[src/rtl/lcd_pkg.sv]
// Shared types and constants for the HD44780 write sequencer.
// The init sequence is only consumed when LCD_INIT_EN is defined.
package lcd_pkg;

    typedef enum logic [2:0] {
        StIdle,
        StSetup,
        StEnable,
        StHold,
        StExec,
        StPwrup,
        StInit
    } lcd_state_e;

    localparam int unsigned OnBit    = 31;
    localparam int unsigned StartBit = 10;
    localparam int unsigned RsBit    = 9;
    localparam int unsigned DataMsb  = 7;
    localparam int unsigned DataLsb  = 0;

    localparam int unsigned InitLen = 6;
    // Element 0 is issued first: 0x38 x3, display on, clear, entry mode.
    localparam logic [InitLen-1:0][7:0] InitSeq = {8'h06, 8'h01, 8'h0C, 8'h38, 8'h38, 8'h38};

    // Clear display (0x01) and return home (0x02/0x03) need the long execution wait.
    function automatic logic is_long_cmd(input logic rs, input logic [7:0] data);
        return !rs && (data[7:2] == 6'd0) && (data[1:0] != 2'd0);
    endfunction

endpackage

[src/rtl/lcd_delay_cnt.sv]
// Loadable down-counter shared by every timed phase; done_o is high while the count is zero.
module lcd_delay_cnt #(
    parameter int unsigned     Width    = 8,
    parameter logic [Width-1:0] ResetVal = '0
) (
    input  logic             clk_i,
    input  logic             rst_ni,
    input  logic             load_i,
    input  logic [Width-1:0] load_val_i,
    output logic             done_o
);

    logic [Width-1:0] cnt_q, cnt_d;

    always_comb begin
        cnt_d = cnt_q;
        if (load_i) begin
            cnt_d = load_val_i;
        end else if (cnt_q != '0) begin
            cnt_d = cnt_q - 1'b1;
        end
    end

    always_ff @(posedge clk_i or negedge rst_ni) begin
        if (!rst_ni) begin
            cnt_q <= ResetVal;
        end else begin
            cnt_q <= cnt_d;
        end
    end

    assign done_o = (cnt_q == '0);

endmodule

[src/rtl/lcd_ctrl.sv]
// HD44780 write sequencer: turns START edges on the LCD register into timed RS/DATA/EN cycles.
// Define LCD_INIT_EN to add the power-up wait and built-in initialisation sequence after reset.
module lcd_ctrl
    import lcd_pkg::*;
#(
    parameter int unsigned T_SETUP_CYC = 2,
    parameter int unsigned T_EN_CYC    = 25,
    parameter int unsigned T_HOLD_CYC  = 2,
    parameter int unsigned T_EXEC_CYC  = 2000,
    parameter int unsigned T_LONG_CYC  = 82000,
    parameter int unsigned T_PWRUP_CYC = 750000
) (
    input  logic        clk_i,
    input  logic        rst_ni,
    input  logic [31:0] io_lcd_i,
    output logic        lcd_on_o,
    output logic        lcd_en_o,
    output logic        lcd_rs_o,
    output logic        lcd_rw_o,
    output logic [7:0]  lcd_data_o,
    output logic        busy_o,
    output logic        overrun_o
);

    localparam int unsigned CntMax = (T_LONG_CYC > T_PWRUP_CYC) ? T_LONG_CYC : T_PWRUP_CYC;
    localparam int unsigned CntW   = $clog2(CntMax + 1);

    localparam logic [CntW-1:0] SetupLd = CntW'(T_SETUP_CYC - 1);
    localparam logic [CntW-1:0] EnLd    = CntW'(T_EN_CYC - 1);
    localparam logic [CntW-1:0] HoldLd  = CntW'(T_HOLD_CYC - 1);
    localparam logic [CntW-1:0] ExecLd  = CntW'(T_EXEC_CYC - 1);
    localparam logic [CntW-1:0] LongLd  = CntW'(T_LONG_CYC - 1);

`ifdef LCD_INIT_EN
    localparam lcd_state_e      ResetState  = StPwrup;
    localparam logic [CntW-1:0] CntResetVal = CntW'(T_PWRUP_CYC - 1);
    localparam logic            BusyReset   = 1'b1;
`else
    localparam lcd_state_e      ResetState  = StIdle;
    localparam logic [CntW-1:0] CntResetVal = '0;
    localparam logic            BusyReset   = 1'b0;
`endif

    lcd_state_e      state_q, state_d, leave_state;
    logic            start_q, trigger, trig_used, leave_trig;
    logic [8:0]      new_cmd, cmd_q, cmd_d, pend_cmd_q, pend_cmd_d, leave_cmd;
    logic            pend_valid_q, pend_valid_d, leave_pend;
    logic            overrun_q, overrun_d;
    logic            en_q, en_d, busy_q, busy_d, on_q, on_d;
    logic            cnt_load, cnt_done, init_active;
    logic [CntW-1:0] cnt_val;
    logic            unused_bits;

`ifdef LCD_INIT_EN
    logic [2:0] idx_q, idx_d;
    logic       init_act_q, init_act_d;
    assign init_active = init_act_q;
`else
    assign init_active = 1'b0;
`endif

    assign trigger     = io_lcd_i[StartBit] & ~start_q;
    assign new_cmd     = {io_lcd_i[RsBit], io_lcd_i[DataMsb:DataLsb]};
    assign unused_bits = ^{io_lcd_i[30:11], io_lcd_i[8]};

    lcd_delay_cnt #(
        .Width   (CntW),
        .ResetVal(CntResetVal)
    ) u_delay_cnt (
        .clk_i     (clk_i),
        .rst_ni    (rst_ni),
        .load_i    (cnt_load),
        .load_val_i(cnt_val),
        .done_o    (cnt_done)
    );

    // Where to go once a command (or the whole init sequence) has finished.
    always_comb begin
        leave_state = StIdle;
        leave_cmd   = cmd_q;
        leave_pend  = pend_valid_q;
        leave_trig  = 1'b0;
        if (pend_valid_q) begin
            leave_state = StSetup;
            leave_cmd   = pend_cmd_q;
            leave_pend  = 1'b0;
        end else if (trigger) begin
            leave_state = StSetup;
            leave_cmd   = new_cmd;
            leave_trig  = 1'b1;
        end
    end

    always_comb begin
        state_d      = state_q;
        cmd_d        = cmd_q;
        pend_valid_d = pend_valid_q;
        pend_cmd_d   = pend_cmd_q;
        overrun_d    = overrun_q;
        trig_used    = 1'b0;
`ifdef LCD_INIT_EN
        idx_d      = idx_q;
        init_act_d = init_act_q;
`endif
        unique case (state_q)
            StIdle: begin
                if (trigger) begin
                    state_d   = StSetup;
                    cmd_d     = new_cmd;
                    trig_used = 1'b1;
                end
            end
            StSetup:  if (cnt_done) state_d = StEnable;
            StEnable: if (cnt_done) state_d = StHold;
            StHold:   if (cnt_done) state_d = StExec;
            StExec: begin
                if (cnt_done) begin
                    if (init_active) begin
                        state_d = StInit;
                    end else begin
                        state_d      = leave_state;
                        cmd_d        = leave_cmd;
                        pend_valid_d = leave_pend;
                        trig_used    = leave_trig;
                    end
                end
            end
`ifdef LCD_INIT_EN
            StPwrup: if (cnt_done) state_d = StInit;
            StInit: begin
                if (idx_q == 3'(InitLen)) begin
                    init_act_d   = 1'b0;
                    state_d      = leave_state;
                    cmd_d        = leave_cmd;
                    pend_valid_d = leave_pend;
                    trig_used    = leave_trig;
                end else begin
                    state_d = StSetup;
                    cmd_d   = {1'b0, InitSeq[idx_q]};
                    idx_d   = idx_q + 3'd1;
                end
            end
`endif
            default: state_d = StIdle;
        endcase

        // A trigger the sequencer could not start goes to the one-entry buffer.
        if (trigger && !trig_used) begin
            if (pend_valid_q) begin
                overrun_d = 1'b1;
            end else begin
                pend_valid_d = 1'b1;
                pend_cmd_d   = new_cmd;
            end
        end

        cnt_load = (state_d != state_q);
        unique case (state_d)
            StSetup:  cnt_val = SetupLd;
            StEnable: cnt_val = EnLd;
            StHold:   cnt_val = HoldLd;
            StExec:   cnt_val = is_long_cmd(cmd_q[8], cmd_q[7:0]) ? LongLd : ExecLd;
            default:  cnt_val = '0;
        endcase
    end

    always_comb begin
        en_d   = (state_d == StEnable);
        busy_d = (state_d != StIdle);
        on_d   = io_lcd_i[OnBit];
    end

    always_ff @(posedge clk_i or negedge rst_ni) begin
        if (!rst_ni) begin
            state_q      <= ResetState;
            start_q      <= 1'b0;
            cmd_q        <= '0;
            pend_cmd_q   <= '0;
            pend_valid_q <= 1'b0;
            overrun_q    <= 1'b0;
            en_q         <= 1'b0;
            busy_q       <= BusyReset;
            on_q         <= 1'b0;
`ifdef LCD_INIT_EN
            idx_q      <= '0;
            init_act_q <= 1'b1;
`endif
        end else begin
            state_q      <= state_d;
            start_q      <= io_lcd_i[StartBit];
            cmd_q        <= cmd_d;
            pend_cmd_q   <= pend_cmd_d;
            pend_valid_q <= pend_valid_d;
            overrun_q    <= overrun_d;
            en_q         <= en_d;
            busy_q       <= busy_d;
            on_q         <= on_d;
`ifdef LCD_INIT_EN
            idx_q      <= idx_d;
            init_act_q <= init_act_d;
`endif
        end
    end

    assign lcd_on_o   = on_q;
    assign lcd_en_o   = en_q;
    assign lcd_rs_o   = cmd_q[8];
    assign lcd_data_o = cmd_q[7:0];
    assign lcd_rw_o   = 1'b0;
    assign busy_o     = busy_q;
    assign overrun_o  = overrun_q;

endmodule

[config.mk]
export PLATFORM = sky130hd
export DESIGN_NAME = lcd_ctrl
export DESIGN_NICKNAME = d
export VERILOG_FILES = /design/src/rtl/lcd_pkg.sv /design/src/rtl/lcd_delay_cnt.sv /design/src/rtl/lcd_ctrl.sv
export SDC_FILE = /design/constraint.sdc
export NUM_CORES = 1
export LEC_CHECK = 0
export ABC_AREA = 1
export BUFFER_PORTS_ARGS = -buffer_cell sky130_fd_sc_hd__clkbuf_2
export CORE_MARGIN = 1.5
export CORE_UTILIZATION = 50
export DETAILED_ROUTE_END_ITERATION = 12
export PLACE_DENSITY = 0.75
export SYNTH_ARGS = -nofsm -noshare
export SYNTH_HDL_FRONTEND = slang
export SYNTH_SLANG_ARGS = --single-unit
[constraint.sdc]
create_clock -name clk_i -period 1.92 [get_ports clk_i]
set_input_delay 0.096 -clock clk_i [delete_from_list [all_inputs] [get_ports clk_i]]
set_output_delay 0.096 -clock clk_i [all_outputs]
set_load 0.02 [all_outputs]
==> key figures <==
Power and ir drop
  – Int Pwr: 2.74 mW
  – Leakage: 1.70 nW
  – Clk pwr share: 0.126
  – Power per Cell Area: 1560 mW/mm^2
  – Max VDD drop: 0.860 mV
  – Seq pwr share: 0.331
  – Sw frac: 0.465
  – P_sw: 2.38 mW
  – Combinational power share: 0.543

Floorplan
  – Num ports: 48
  – Starting Density: 0.528
  – Die W: 76.9 um
  – Die Area: 0.00591 mm^2
  – Die height: 76.9 um
  – Core area: 0.00517 mm^2
  – Rows: 26

Critical path
  – Endpoint type of the worst setup path: flip-flop
  – Crit path largest cell delay: 0.43 ns
  – CP startpoint kind: flip-flop
  – Worst path bufs/invs: 3
  – Critical Path Start: u_delay_cnt.cnt_q[1]
  – Delay-heaviest family, CP: simple AND/OR/NAND/NOR gates
  – Crit path required time: 2.13 ns
  – Worst R2R Start: u_delay_cnt.cnt_q[1]
  – Crit path max fanout: 3
  – Worst Setup Path Type: reg -> reg
  – Crit path top cell by count: nand2_1
  – CP arrival: 2.01 ns
  – Crit-path cells: inv_2, ha_4, nand2_4, inv_1, nand3_1, nor2_2, nand3_1, nand3_2, nand3_4, buf_6, nand3b_1, nand2_1, nand2_1, nand2_1
  – Highest-delay cell along the critical path: dfrtp_1

Placement
  – PortBufs: 25
  – Gpl congestion: 0.900
  – Detailed Place HPWL: 4.33 mm

Clock tree
  – CTS tree: done
  – Root buffer cell: clkbuf_8
  – Clock Sinks: 47
  – CTS buffer count: 5
  – Clock-pin slew on the worst setup and hold paths: 0.10 ns
  – H-tree lvl count: 2
  – Worst-case clock buffer depth: 2
  – Skew-Pair Late Insertion Delay: 0.31 ns

Cells and area
  – Nets: 427
  – Share of cells above drive strength 1: 0.268
  – Final core occ: 0.635
  – # diodes: 0
  – Area grow syn2layout: 20.3%
  – Commonest non-fill, non-tap cells in the layout: 88 x nand2_1, 47 x dfrtp_1, 34 x inv_1, 26 x nand3_1, 26 x nor2_1
  – Commonest non-fill, non-tap cell in the layout: nand2_1

Route
  – Antenna viol nets, final: 0
  – Detailed Route WL: 5.51 mm
  – Vias post-DR: 2329
  – Via density: 5.04
  – Iteration count of the initial detailed-routing pass: 4
  – First-iteration detailed-routing DRC count: 81
  – WL/cell: 11.9 um
  – DRC: 0

STA
  – Least-Margin Pin Slew: 0.739 ns
  – Pins Over Slew Limit: 0
  – Final min period: 1.80 ns
  – Unrepaired setup endpoints after global routing: true
  – Final setup violation count: 0
  – Final Skew: 0.00442 ns
  – Crit share post-route: 0.939
  – Final Hold Vio Count: 0
  – FMAX: 0.555 GHz
  – Max_slew headroom: 0.507
  – Post-route setup TNS: 0 ns

Synth
  – Post-synthesis average cell area: 8.01 um^2
  – Post-Synthesis Cells: 341
  – Register area share after synthesis: 0.431
  – Library cells used by synthesis: 39
  – Synthesis-stage register bit count: 47
  – Synthesized cell area: 0.00273 mm^2
  – Post-Synthesis Net Count: 377
  – YS warnings: 0

Outcome
  – Run status: completed

GRT
  – Global-route wire length before repair: 9.63 mm
  – Total gr overflow: 0
  – Pin count of the biggest net entering global routing: 31
  – GRT Util Overall: 0.203
  – Initial antenna violation count: 0
  – Vias in the first global route: 2214

Flow run
  – MaxCap Viol Count: 0

Hold path
  – Worst hold start: io_lcd_i[3]
  – Class of the worst hold path: in -> reg
flip-flops by register name, indices dropped and copies added, names as in the netlist:
register           count
busy_o                 1
cmd_q                  9
lcd_en_o               1
lcd_on_o               1
overrun_o              1
pend_cmd_q             9
pend_valid_q           1
start_q                1
state_q                3
u_delay_cnt.cnt_q     20
stage by stage:
stage	std cells	setup WS [ns]	hold slack, ns	total power [mW]	area (um^2)
floorplan	341	0.0804	-0.200	3.60	2730
global placement	448	0.0189	0.187	4.22	3060
detailed placement	448	-0.0151	0.187	4.30	3060
CTS	459	0.0159	0.0153	4.97	3190
global route	462	-0.0178	0.0258	5.57	3280
finish	462	0.117	0.0222	5.12	3280
cell usage after synthesis, drive strengths merged:
cell type / count / area [um^2]
nand2: 97 / 397
dfrtp: 47 / 1180
nor2: 44 / 241
inv: 40 / 155
nand3: 32 / 203
a21oi: 15 / 97.6
o21ai: 11 / 55.1
xor2: 11 / 96.3
a31oi: 9 / 56.3
nor3: 7 / 40.0
buf: 6 / 42.5
o21bai: 3 / 30.0
xnor2: 3 / 26.3
clkbuf: 2 / 7.51
ha: 2 / 25.0
nand3b: 2 / 15.0
nand4: 2 / 12.5
nor4: 2 / 12.5
a211oi: 1 / 12.5
a21o: 1 / 7.51
clkinv: 1 / 3.75
conb: 1 / 3.75
o21a: 1 / 7.51
or2: 1 / 6.26
power groups by stage:
stage | clock (mW) | combinational [mW] | sequential (mW)
after floorplan | 0 | 1.83 | 1.77
after global placement | 0 | 2.53 | 1.69
after detailed placement | 0 | 2.61 | 1.69
after CTS | 0.668 | 2.62 | 1.68
after global routing | 0.705 | 3.11 | 1.75
final | 0.643 | 2.78 | 1.70
kinds of logic after synthesis:
logic type / after synthesis / share of synthesized area
AND/OR/NAND/NOR: 187 / 0.340
buffers and inverters: 49 / 0.0765
flip-flops: 47 / 0.431
AO/OA/AOI/OAI: 41 / 0.0976
XOR/XNOR: 14 / 0.0449
adder cells (fa/ha/maj): 2 / 0.00916
other: 1 / 0.00137
final cells by class:
cell class / instances / area, um^2
fill: 470 / 1890
sequential: 47 / 1180
clock inverter: 3 / 27.5
tap: 70 / 87.6
inverter: 41 / 159
clock buffer: 5 / 68.8
multi-input combinational: 245 / 1420
timing repair buffer: 51 / 344
per-layer routing:
| metal | vias to the layer above | GRT usage | wire (um) |
|---|---|---|---|
| met5 | - | 0 | 0 |
| met4 | 0 | 0.0519 | 20 |
| met3 | 2 | 0.0381 | 200 |
| met2 | 49 | 0.358 | 2780 |
| met1 | 1090 | 0.253 | 2510 |
| li1 | 1188 | - | - |
worst reg2reg max path, stage by stage, from the launching register on:
cell and delay, ns:
dfrtp_1 0.43, inv_2 0.10, ha_4 0.15, nand2_4 0.07, inv_1 0.06, nand3_1 0.07, nor2_2 0.11, nand3_1 0.11
nand3_2 0.12, nand3_4 0.11, buf_6 0.15, nand3b_1 0.07, nand2_1 0.06, nand2_1 0.06, nand2_1 0.05
timing repair:
action	in CTS	in global routing
setup buffers	0	3
endpoints found under the setup margin	9	36
gates resized for setup	2	20
hold endpoints to repair	30	0
pin swaps	0	8
hold buffers	3	0
worst paths after layout:
check | cells past startpoint | slack, ns | endpoint
worst max-delay path | 14 | 0.12 | u_delay_cnt.cnt_q[1]
min in group asynchronous | 2 | 0.37 | u_delay_cnt.cnt_q[1]
worst max register to register | 14 | 0.12 | u_delay_cnt.cnt_q[1]
worst min-delay path | 3 | 0.02 | pend_cmd_q[3]
worst min register to register | 1 | 0.47 | overrun_o
max in group asynchronous | 3 | 0.92 | cmd_q[5]
No activity file was read; power rests on OpenSTA's default activity.
